--- src/rtl/motor_pulse_modulator.sv ---
// Multi-channel RC/ESC servo pulse generator with error-accumulator power throttling.
// All channels share one frame counter and latch their command only at frame start.

module motor_pulse_chan #(
  parameter int LEVEL_BITS = 3,
  parameter int CNT_W      = 21,
  parameter int PULSE_FWD  = 100000,
  parameter int PULSE_NEU  = 150000,
  parameter int PULSE_REV  = 200000
) (
  input  logic                  CLK,
  input  logic                  RST,
  input  logic                  wr,
  input  logic [1:0]            wr_dir,
  input  logic [LEVEL_BITS-1:0] wr_level,
  input  logic                  wrap,
  input  logic [CNT_W-1:0]      cnt_nxt,
  output logic                  pwm,
  output logic                  drive_en
);
  typedef struct packed {
    logic [1:0]            dir;
    logic [LEVEL_BITS-1:0] level;
  } cmd_t;

  localparam int               AW      = LEVEL_BITS + 2;
  localparam logic [AW-1:0]    N       = AW'(1 << LEVEL_BITS);
  localparam logic [CNT_W-1:0] W_FWD   = CNT_W'(PULSE_FWD);
  localparam logic [CNT_W-1:0] W_NEU   = CNT_W'(PULSE_NEU);
  localparam logic [CNT_W-1:0] W_REV   = CNT_W'(PULSE_REV);
  localparam cmd_t             CMD_RST = '{dir: 2'd1, level: '0};

  cmd_t             shadow, active, wr_cmd, act_nxt;
  logic [AW-1:0]    acc, acc_base, acc_sum, acc_nxt;
  logic             drive_nxt;
  logic [CNT_W-1:0] width, width_nxt;

  // A write landing on the wrap cycle bypasses the shadow so it still makes this frame.
  always_comb begin
    wr_cmd    = '{dir: wr_dir, level: wr_level};
    act_nxt   = wr ? wr_cmd : shadow;
    acc_base  = (act_nxt.level != active.level) ? '0 : acc;
    acc_sum   = acc_base + (N - AW'(act_nxt.level));
    drive_nxt = (acc_sum >= N);
    acc_nxt   = drive_nxt ? acc_sum - N : acc_sum;
    width_nxt = width;
    if (wrap) begin
      width_nxt = W_NEU;
      if (drive_nxt) begin
        case (act_nxt.dir)
          2'd0:    width_nxt = W_FWD;
          2'd2:    width_nxt = W_REV;
          default: width_nxt = W_NEU;
        endcase
      end
    end
  end

  always_ff @(posedge CLK) begin
    if (RST) begin
      shadow   <= CMD_RST;
      active   <= CMD_RST;
      acc      <= '0;
      width    <= W_NEU;
      pwm      <= 1'b0;
      drive_en <= 1'b0;
    end else begin
      if (wr) shadow <= wr_cmd;
      if (wrap) begin
        active   <= act_nxt;
        acc      <= acc_nxt;
        drive_en <= drive_nxt;
      end
      width <= width_nxt;
      pwm   <= (cnt_nxt < width_nxt);
    end
  end
endmodule

module motor_pulse_modulator #(
  parameter int CLK_RATE     = 100000000,
  parameter int CHANNELS     = 2,
  parameter int CHAN_W       = 1,
  parameter int LEVEL_BITS   = 3,
  parameter int CNT_W        = 21,
  parameter int FRAME_CYCLES = 2000000,
  parameter int PULSE_FWD    = 100000,
  parameter int PULSE_NEU    = 150000,
  parameter int PULSE_REV    = 200000
) (
  input  logic                  CLK,
  input  logic                  RST,
  input  logic                  cmd_we,
  input  logic [CHAN_W-1:0]     cmd_chan,
  input  logic [1:0]            cmd_dir,
  input  logic [LEVEL_BITS-1:0] cmd_level,
  output logic [CHANNELS-1:0]   pwm_out,
  output logic [CHANNELS-1:0]   drive_en,
  output logic                  frame_start,
  output logic [7:0]            frame_idx
);
  localparam logic [CNT_W-1:0] CNT_LAST = CNT_W'(FRAME_CYCLES - 1);

  if (CLK_RATE <= 0 || (64'd1 << CHAN_W) < 64'(CHANNELS) ||
      64'(FRAME_CYCLES) > (64'd1 << CNT_W) || FRAME_CYCLES <= PULSE_REV ||
      FRAME_CYCLES <= PULSE_NEU || FRAME_CYCLES <= PULSE_FWD) begin : g_param_err
    $error("motor_pulse_modulator: inconsistent parameters");
  end

  logic [CNT_W-1:0] cnt, cnt_nxt;
  logic             wrap;

  assign wrap    = (cnt == CNT_LAST);
  assign cnt_nxt = wrap ? '0 : cnt + CNT_W'(1);

  // Reset parks the counter on the last cycle so the first cycle out of reset opens a frame.
  always_ff @(posedge CLK) begin
    if (RST) begin
      cnt         <= CNT_LAST;
      frame_start <= 1'b0;
      frame_idx   <= '0;
    end else begin
      cnt         <= cnt_nxt;
      frame_start <= wrap;
      if (wrap) frame_idx <= frame_idx + 8'd1;
    end
  end

  for (genvar ch = 0; ch < CHANNELS; ch++) begin : g_chan
    motor_pulse_chan #(
      .LEVEL_BITS (LEVEL_BITS),
      .CNT_W      (CNT_W),
      .PULSE_FWD  (PULSE_FWD),
      .PULSE_NEU  (PULSE_NEU),
      .PULSE_REV  (PULSE_REV)
    ) u_chan (
      .CLK      (CLK),
      .RST      (RST),
      .wr       (cmd_we && (cmd_chan == CHAN_W'(ch))),
      .wr_dir   (cmd_dir),
      .wr_level (cmd_level),
      .wrap     (wrap),
      .cnt_nxt  (cnt_nxt),
      .pwm      (pwm_out[ch]),
      .drive_en (drive_en[ch])
    );
  end
endmodule

--- config.mk ---
export PLATFORM = sky130hd
export DESIGN_NAME = motor_pulse_modulator
export DESIGN_NICKNAME = d
export VERILOG_FILES = /design/src/rtl/motor_pulse_modulator.sv
export SDC_FILE = /design/constraint.sdc
export NUM_CORES = 1
export LEC_CHECK = 0
export ABC_AREA = 1
export CORE_MARGIN = 10
export CORE_UTILIZATION = 25
export CTS_CLUSTER_DIAMETER = 30
export DETAILED_ROUTE_END_ITERATION = 10
export GPL_ROUTABILITY_DRIVEN = 1
export MAX_ROUTING_LAYER = met4
export PLACE_DENSITY = 0.38
export RECOVER_POWER = 25
export SLEW_MARGIN = 5
export SYNTH_ARGS = -nofsm -noshare
export SYNTH_HDL_FRONTEND = slang
export SYNTH_SLANG_ARGS = --single-unit
--- constraint.sdc ---
create_clock -name CLK -period 6.54 [get_ports CLK]
set_input_delay 1.308 -clock CLK [delete_from_list [all_inputs] [get_ports CLK]]
set_output_delay 1.308 -clock CLK [all_outputs]
set_load 0.05 [all_outputs]
-- Yosys cells after proc, flatten, opt, wreduce, memory -nomap -nowiden
Cells that the tools add are included.
- register bits after elaboration: 102
- bits of input ports: 9
- output and inout port bits: 13
- word-level logic and storage cells: 52
- add/subtract/negate cells: 8
- $lt $le $gt $ge: 4
- equal/unequal tests: 5
- muxes and demuxes: 13
- bitwise logic cells: 1
- reductions and logical operators: 4
- operators with widths (kind ; count):
    $mux W21 ; 5
    $pmux W18 S2 ; 2
    $lt A21 B21 Y1 ; 2
    $mux W5 ; 6
    $add A21 B1 Y21 const B ; 1
    $eq A21 B21 Y1 const B ; 1
    $add A5 B5 Y5 ; 2
    $ge A5 B4 Y1 const B ; 2
    $sub A4 B3 Y5 const A ; 2
    $sub A5 B4 Y5 const B ; 2
    $add A8 B1 Y8 const B ; 1
    $ne A3 B3 Y1 ; 2
    $eq A2 B2 Y1 const B ; 2
    $logic_not A2 Y1 ; 2
    $logic_and A1 B1 Y1 ; 2
    $not A1 Y1 ; 1

-- Longest topological paths before layout
Gate-level depths: netlist (run 1).
- depth in word-level cells: 10
- depth in mapped cells: 30
- mapped depth without buffers: 30

-- By module
From an unflattened synthesis (run 1), not the netlist that was laid out.
- cell total of the unflattened synthesis: 852
- area, all modules: 6338.6 um^2
- by module, submodules not included (module ; instances ; cells an instance ; area an instance (um^2) ; seq. area each (um^2)):
    motor_pulse_chan ; 2 ; 262 ; 2205.9 ; 720.7
    motor_pulse_modulator ; 1 ; 328 ; 1926.8 ; 600.6

-- Least setup slack after synthesis (run 1)
OpenSTA, ideal clock, no wires.
- path type: input port to flip-flop
- start: in cmd_we
- end: reg g_chan[0].u_chan.pwm
- data arrival time: 4794 ps
- setup slack: 1623 ps
- stages: 25
- buffers on the path: 1
- cell sequence: buf_6 > nand2_8 > nand2_2 > nand3_2 > nand2_4 > nor2_8 > nand2_1 > nor2_1 > ha_1 > ha_1 > fa_1 > xnor2_1 > ha_1 > o41ai_4 > nand3_4 > nand2_2 > inv_2 > nor2_2 > ha_1 > nand2_1 > o21ai_0 > nand4_1 > a31o_2 > nand2_1 > a21oi_1
- longest elaborated chain between the ends: 9
- elaborated cells between the ends (all ways): 13
- classes of those cells: add/sub (2); order compare (2); eq/ne (2); mux (5); reduce/logical (2)
- ends and longest elaborated chain (element ; RTL line ; RTL):
    start, declared ; 93 ; input logic cmd_we,
    $logic_and A1 B1 Y1 * ; 139 ; .wr (cmd_we && (cmd_chan == CHAN_W'(ch))),
    $mux W5 * ; - ;
    branches (longest 4 deep; another with $sub A4 B3 Y5) ; - ;
    $mux W21 * ; 49 ; if (drive_nxt) begin
    $mux W21 * ; 47 ; if (wrap) begin
    $lt A21 B21 Y1 * ; 75 ; pwm <= (cnt_nxt < width_nxt);
    end signal, assigned ; 75 ;
    end, declared ; 18 ; output logic pwm,
Every way passes the cells marked *.
A chain may end at the register's enable or synchronous reset.

-- Worst setup path after layout (run 1)
- start: in cmd_we
- end: reg g_chan[1].u_chan.pwm
- longest elaborated chain between the ends: 9
- elaborated cells between the ends (all ways): 13
- classes of those cells: add/sub (2); order compare (2); eq/ne (2); mux (5); reduce/logical (2)
- ends and longest elaborated chain (element ; RTL line):
    $logic_and A1 B1 Y1 * ; 139
    $mux W5 * ; -
    branches (longest 4 deep; another with $sub A4 B3 Y5) ; -
    $mux W21 * ; 49
    $mux W21 * ; 47
    $lt A21 B21 Y1 * ; 75
    end signal, assigned ; 75
    end, declared ; 18
Marks and branches as above.

==> results.sh, run 1 <==
export IMPL_status="complete, but fails checks"
export IMPL_p_leak_nw=3.010
export IMPL_cts_resized=0
export IMPL_violations="max-capacitance violations, max-slew violations"
export IMPL_drive_above_1_share=0.1463
export IMPL_io_pins=22
export IMPL_combPwrFrac=0.512
export IMPL_ctsHtreeMaxLevel=3
export IMPL_timing_critical_path_arrival_ps=6030
export IMPL_power_density_nw_per_um2=427.8
export IMPL_die_x_um=176.1
export IMPL_ant_nets=0
export IMPL_grt_pass1_vias=4833
export IMPL_whs_ps=452.0
export IMPL_seqPwrFrac=0.262
export IMPL_core_area_um2=24180
export IMPL_cts_tree="yes"
export IMPL_vias_per_cell=4.285
export IMPL_startpoint_type="primary input"
export IMPL_fp_row_count=57
export IMPL_drt_total_wl_um=15540
export IMPL_r2r_end="g_chan[1].u_chan.pwm"
export IMPL_wl_per_cell_um=13.83
export IMPL_finalCritPeriodShare=0.8872
export IMPL_syn_num_nets=853
export IMPL_start_util=0.2519
export IMPL_r2r_setup_slack_ps=2360
export IMPL_insertion_delay_ps=350
export IMPL_fmax_ghz=0.1723
export IMPL_grt_pass1_wl_um=25850
export IMPL_dp_slack_ps=308.2
export IMPL_fin_ws_ps=737.7
export IMPL_hold_depth=2
export IMPL_drtIter0Drc=238
export IMPL_worstHoldStart="g_chan[0].u_chan.width[12]"
export IMPL_root_buffer="clkbuf_16"
export IMPL_final_common_cell="nand2_1"
export IMPL_clock_sinks=102
export IMPL_swShare=0.4459
export IMPL_ys_ff_latch=102
export IMPL_synth_ff_type="dfxtp_1"
export IMPL_synth_fa_ha_area_frac=0.1216
export IMPL_nets=862
export IMPL_required_ps=6770
export IMPL_critPathCaptureType="register"
export IMPL_synth_top_area_cell="dfxtp_1"
export IMPL_grt_setup_unrepaired="no"
export IMPL_worstHoldPathType="reg -> reg"
export IMPL_final_cell_mix="134 x nand2_1, 102 x dfxtp_1, 100 x inv_1, 73 x nor2_1, 56 x ha_1"
export IMPL_syn_avg_cell_area_um2=7.748
export IMPL_hold_buffers=0
export IMPL_setup_tns_ps=0
export IMPL_antenna_found_initial=0
export IMPL_peakVddDrop_mv=0.2280
export IMPL_postCtsSetupBuffers=0
export IMPL_dp_cells=1108
export IMPL_syn_inst=786
export IMPL_syn_cell_area_um2=6090
export IMPL_gp_congestion=0.7726
export IMPL_globalRouteTotalUtil=0.1072
export IMPL_synth_compound_area_frac=0.1146
export IMPL_criticalPathCategory="in -> reg"
export IMPL_synth_edf_count=0
export IMPL_r2r_start="g_chan[1].u_chan.shadow[0]"
export IMPL_synth_area_leaders="dfxtp_1 34%, ha_1 12%, nand2_1 8.3%"
export IMPL_final_max_slew_viol_count=50
export IMPL_netSwitchingPower_w=0.001324
export IMPL_synthMuxAreaShare=0
export IMPL_cp_max_fo=10
export IMPL_max_cap_violations=1
export IMPL_finClkSkew_ps=7.004
export IMPL_yosys_warnings=0
export IMPL_hpwl_um=11320
export IMPL_ys_seq_area_frac=0.3353
export IMPL_p_int_w=0.001646
export IMPL_synth_top_area_frac=0.3353
export IMPL_path_clk_slew_ps=70
export IMPL_die_y_um=176.1
export IMPL_min_to="g_chan[0].u_chan.width[12]"
export IMPL_r2r_cells=20
export IMPL_synthXorXnorAreaFrac=0.01151
export IMPL_first_pass_iters=5
export IMPL_finalNonFillerCells=1124
export IMPL_relSlewSlack=-0.8586
export IMPL_synthArstFlopShare=0
export IMPL_synth_top_family_by_area="simple AND/OR/NAND/NOR gates"
export IMPL_grt_ovfl_total=0
export IMPL_vias=4816
export IMPL_clock_power_share=0.226
export IMPL_tightestPinTransition_ps=2788
export IMPL_numCtsBuffers=9
export IMPL_syn2layout_area_growth_pct=13.99
export IMPL_diodes=0
export IMPL_dieArea_um2=31000
export IMPL_drc=0
export IMPL_setup_viol=0
export IMPL_hold_viol_final=0
export IMPL_finalCriticalPeriod_ps=5802
export IMPL_port_buffers=21
export IMPL_synthSimpleGateAreaFrac=0.3213
export IMPL_grt_max_degree=66
export IMPL_synth_distinct_cells=49
export IMPL_clock_path_buffers=2
Yosys cell counts, drive strengths merged, types with 3 or more instances:
library cell  instances
nand2               165
inv                 110
dfxtp               102
nor2                 89
ha                   56
nand3                55
a21oi                52
o21ai                47
nand4                26
buf                  14
clkbuf               13
nor3                 11
or2                   8
nor4                  6
xor2                  6
a31o                  3
routing by layer:
layer	track usage	wire length (µm)
met1	0.1364	7933
met2	0.1712	7092
met3	0.02072	332
met4	0.02685	182
met5	-	0
metrics by stage:
step	area, µm²	power (W)	util
CTS	6945	0.003034	0.2873
global route	6942	0.003257	0.2871
finish	6942	0.002970	0.2871
global placement	6574	0.002356	0.2719
floorplan	6090	0.001952	-
detailed placement	6574	0.002340	0.2719
critical path, cell delays in order:
cell and delay [ps]:
clkdlybuf4s50_1 760, nand2_4 180, inv_2 100, nand2_1 60, nand3_1 60, nand2_1 90
nor2_4 130, nand2_1 100, nor2_1 100, ha_1 230, ha_1 220, fa_1 380
xnor2_1 420, ha_1 350, o41ai_4 180, nand4_4 220, o21ai_2 110, ha_1 290
nand2_1 70, nor3_1 270, nor4b_1 280, a21oi_1 120
state kept, by name, summed over array words and instances, names as in the netlist:
register                count
cnt                        21
frame_idx                   8
frame_start                 1
g_chan.u_chan.acc          10
g_chan.u_chan.active        6
g_chan.u_chan.drive_en      2
g_chan.u_chan.pwm           2
g_chan.u_chan.shadow       10
g_chan.u_chan.width        42
how the worst max path moves through the flow:
stage	from	to	slack, ps	depth (start not counted)
floorplan	cmd_we	g_chan[0].u_chan.pwm	1620	25
global placement	cmd_we	g_chan[1].u_chan.pwm	330	22
detailed placement	cmd_we	g_chan[1].u_chan.pwm	310	22
CTS	cmd_we	g_chan[1].u_chan.pwm	670	22
global route	cmd_we	g_chan[1].u_chan.pwm	270	22
finish	cmd_we	g_chan[1].u_chan.pwm	740	22
cells by family (layout without fill, tap and decap cells):
group,count (synthesis),after routing
compound gates,114,114
flops,102,102
buf+inv,139,153
xor+xnor,8,8
simple gates,365,365
fa+ha+maj,58,58
layout make-up:
cell class	count	area, µm²
fillers	2620	17240
multi-input cells	545	3466
flip-flops and latches	102	2042
inverters	112	425.4
well taps	324	405.4
clock buffers	10	239.0
repair buffers	25	231.5
clock inverters	6	132.6
power by group through the flow:
stage | combinational [W] | sequential [W] | clock [W]
6_report | 0.00152 | 0.000778 | 0.000671
3_3_place_gp | 0.00156 | 0.000796 | 0
3_5_place_dp | 0.00155 | 0.000791 | 0
5_1_grt | 0.00175 | 0.000790 | 0.000720
2_1_floorplan | 0.00116 | 0.000788 | 0
4_1_cts | 0.00155 | 0.000778 | 0.000703
Note: power is estimated with default switching activity, not from simulation.
==> run 2: changes to the inputs <==
- ABC_AREA: 1 -> unset
- CORE_UTILIZATION: 25 -> 40
- PLACE_DENSITY: 0.38 -> 0.55
==> run 2 against run 1 <==
The flow still finishes with violations (max-capacitance violations, max-slew violations); wire length fell by 16%; power fell by 9.3%; sequential cell count did not move; register-to-register slack got worse by 730 ps; utilization rose by 18 points; cell count fell by 26%; die area fell by 39%; clock-buffer cell count rose by 1; via count fell by 8.7%; worst setup slack got worse by 370 ps; largest cell class unchanged.
==> results.sh, run 2 <==
export IMPL_violations="max-capacitance violations, max-slew violations"
export IMPL_clock_sinks=102
export IMPL_numCtsBuffers=9
export IMPL_critPathCaptureType="register"
export IMPL_worstHoldPathType="reg -> reg"
export IMPL_grt_pass1_wl_um=21690
export IMPL_final_max_slew_viol_count=108
export IMPL_finalCritPeriodShare=0.9437
export IMPL_grt_ovfl_total=0
export IMPL_yosys_warnings=0
export IMPL_required_ps=6800
export IMPL_status="complete, but fails checks"
export IMPL_reg_top3="g_chan.u_chan.width (42), cnt (21)"
export IMPL_timing_critical_path_arrival_ps=6430
export IMPL_drive_above_1_share=0.1198
export IMPL_power_density_nw_per_um2=428.4
export IMPL_grt_max_degree=61
export IMPL_cts_tree="yes"
export IMPL_diodes=0
export IMPL_drc=0
export IMPL_die_y_um=137.2
export IMPL_finClkSkew_ps=12.62
export IMPL_largest_register_ffs=42
export IMPL_p_leak_nw=2.580
export IMPL_path_clk_slew_ps=70
export IMPL_synth_area_leaders="dfxtp_1 37%, ha_1 13%, nand2_1 4.9%"
export IMPL_slowest_delay_ps=570
export IMPL_root_buffer="clkbuf_16"
export IMPL_nets=715
export IMPL_grt_pass1_vias=4413
export IMPL_gp_congestion=0.8097
export IMPL_first_pass_iters=4
export IMPL_die_x_um=137.2
export IMPL_tightestPinTransition_ps=2707
export IMPL_drtIter0Drc=210
export IMPL_crit_buf_inv=2
export IMPL_wl_per_cell_um=15.84
export IMPL_r2r_cells=18
export IMPL_synth_distinct_cells=55
export IMPL_clock_path_buffers=2
export IMPL_dp_cells=813
export IMPL_min_to="g_chan[0].u_chan.width[1]"
export IMPL_synth_edf_count=0
export IMPL_antenna_found_initial=0
export IMPL_io_pins=22
export IMPL_peakVddDrop_mv=0.2521
export IMPL_setup_viol=0
export IMPL_utilization=0.4709
export IMPL_syn2layout_area_growth_pct=14.44
export IMPL_crit_path_frequent_cell="ha_1"
export IMPL_path_cells="clkdlybuf4s50_1, buf_4, a21boi_0, o21a_1, or2_2, and3_1, ha_1, ha_1, fa_1, xnor2_2, ha_1, and4_1, or4_4, and2_1, ha_1, a211oi_1, o21ai_0, o2111ai_1, a21boi_0, nor4_1"
export IMPL_synthArstFlopShare=0
export IMPL_final_common_cell="dfxtp_1"
export IMPL_synthTopCellsByCount="102 x dfxtp_1, 72 x nand2_1, 66 x nor2_1, 56 x ha_1, 26 x a21oi_1"
export IMPL_ctsHtreeMaxLevel=3
export IMPL_criticalPathCategory="in -> reg"
export IMPL_final_cell_mix="102 x dfxtp_1, 72 x nand2_1, 66 x nor2_1, 56 x ha_1, 25 x a21oi_1"
export IMPL_finalNonFillerCells=827
export IMPL_insertion_delay_ps=360
export IMPL_ys_ff_latch=102
export IMPL_cp_max_fo=8
export IMPL_syn_inst=623
export IMPL_hpwl_um=9578
export IMPL_syn_num_nets=690
export IMPL_worstHoldStart="g_chan[0].u_chan.width[1]"
export IMPL_critical_path_top_delay_family="simple AND/OR/NAND/NOR gates"
export IMPL_fp_row_count=42
export IMPL_fmax_ghz=0.1620
export IMPL_max_cap_violations=2
export IMPL_synth_top_area_frac=0.3718
export IMPL_finalCriticalPeriod_ps=6172
export IMPL_r2r_end="g_chan[1].u_chan.pwm"
export IMPL_dieArea_um2=18820
export IMPL_vias_per_cell=5.317
export IMPL_drt_total_wl_um=13100
export IMPL_core_area_um2=13350
export IMPL_synth_top_area_cell="dfxtp_1"
export IMPL_port_buffers=21
export IMPL_synth_ff_type="dfxtp_1"
export IMPL_start_util=0.4115
export IMPL_r2r_setup_slack_ps=1630
export IMPL_ant_nets=0
export IMPL_ys_seq_area_frac=0.3718
export IMPL_crit_slowest_cell="or4_4"
export IMPL_vias=4397
export IMPL_syn_avg_cell_area_um2=8.817
export IMPL_startpoint_type="primary input"
export IMPL_post_synth_top_count_cell="dfxtp_1"
export IMPL_hold_depth=2
export IMPL_globalRouteTotalUtil=0.1493
export IMPL_hold_viol_final=0
export IMPL_top_register="g_chan.u_chan.width"
export IMPL_relSlewSlack=-0.8049
export IMPL_syn_cell_area_um2=5493
export IMPL_r2r_start="g_chan[1].u_chan.shadow[0]"
==> run 2: cell count changes after synthesis, sizes merged, moves of 12 or more <==
cell | previous run | this run
xnor2 | 2 | 18
and3 | 0 | 14
nor2 | 89 | 66
a21o | 0 | 23
a21oi | 52 | 26
inv | 110 | 9
nand4 | 26 | 14
nand2 | 165 | 72
a211oi | 0 | 13
nand3 | 55 | 13
o21ai | 47 | 11
and2 | 0 | 19
==> run 2: kinds of logic after synthesis <==
logic type,share of synthesized area
XOR/XNOR,0.05103
multiplexers,0.01481
flip-flops,0.3718
adder cells (fa/ha/maj),0.1349
AO/OA/AOI/OAI,0.1296
buffers and inverters,0.03531
AND/OR/NAND/NOR,0.2626
==> run 2: timing repair <==
| action | CTS | global route |
|---|---|---|
| gates resized for setup | 0 | 8 |
| hold buffers | 0 | 0 |
| buffers inserted | 0 | 0 |
| endpoints found under the setup margin | 0 | 1 |
==> run 2: power breakdown <==
part	switching, W	total, W	internal (W)
logic	0.000806	0.00134	0.000538
registers	0.0000714	0.000801	0.000730
clock network	0.000234	0.000547	0.000313
total	0.00111	0.00269	0.00158
==> run 2: how the worst max path moves through the flow <==
stage / end / cells past startpoint / startpoint / slack, ps
2_1_floorplan: g_chan[0].u_chan.pwm / 24 / cmd_chan / 660
3_3_place_gp: g_chan[1].u_chan.pwm / 20 / cmd_we / -70
3_5_place_dp: g_chan[1].u_chan.pwm / 20 / cmd_we / -100
4_1_cts: g_chan[1].u_chan.pwm / 20 / cmd_we / 210
5_1_grt: g_chan[1].u_chan.pwm / 20 / cmd_chan / -20
6_report: g_chan[1].u_chan.pwm / 20 / cmd_chan / 370
==> run 2: layout make-up <==
class / count / area [µm²]
Clock buffer: 11 / 252.7
Clock inverter: 3 / 45.04
Fill cell: 1351 / 7062
Inverter: 9 / 33.78
Multi-Input combinational cell: 480 / 3302
Sequential cell: 102 / 2042
Tap cell: 176 / 220.2
Timing Repair Buffer: 46 / 390.4
==> run 2: worst register-to-register path: cells and delay by family (launching register included) <==
kind	cells	cell delay, ps
AOI/OAI and AO/OA	5	980
xor gates and xnor gates	1	210
adders and majority gates	5	1470
DFF	1	330
and+or+nand+nor	7	1850
==> run 2: stage by stage <==
step | total power, W | worst slack (ps) | setup TNS (ps) | hold slack [ps] | area [µm²]
5_1_grt | 0.002932 | -24.04 | -24.04 | 471.5 | 6286
6_report | 0.002693 | 368.0 | 0 | 444.3 | 6286
3_3_place_gp | 0.002122 | -70.66 | -70.66 | 429.9 | 5953
2_1_floorplan | 0.001742 | 661.2 | 0 | 421.1 | 5493
3_5_place_dp | 0.002150 | -99.51 | -99.51 | 437.8 | 5953
4_1_cts | 0.002711 | 210.4 | 0 | 447.4 | 6251
==> run 2: layer usage <==
metal  up-vias  wire (µm)  GRT usage
met5         -          0          -
met4         0        191    0.04977
met3        17        391    0.03241
met2        45       6564     0.2487
met1      2095       5949     0.1753
li1       2240          -          -
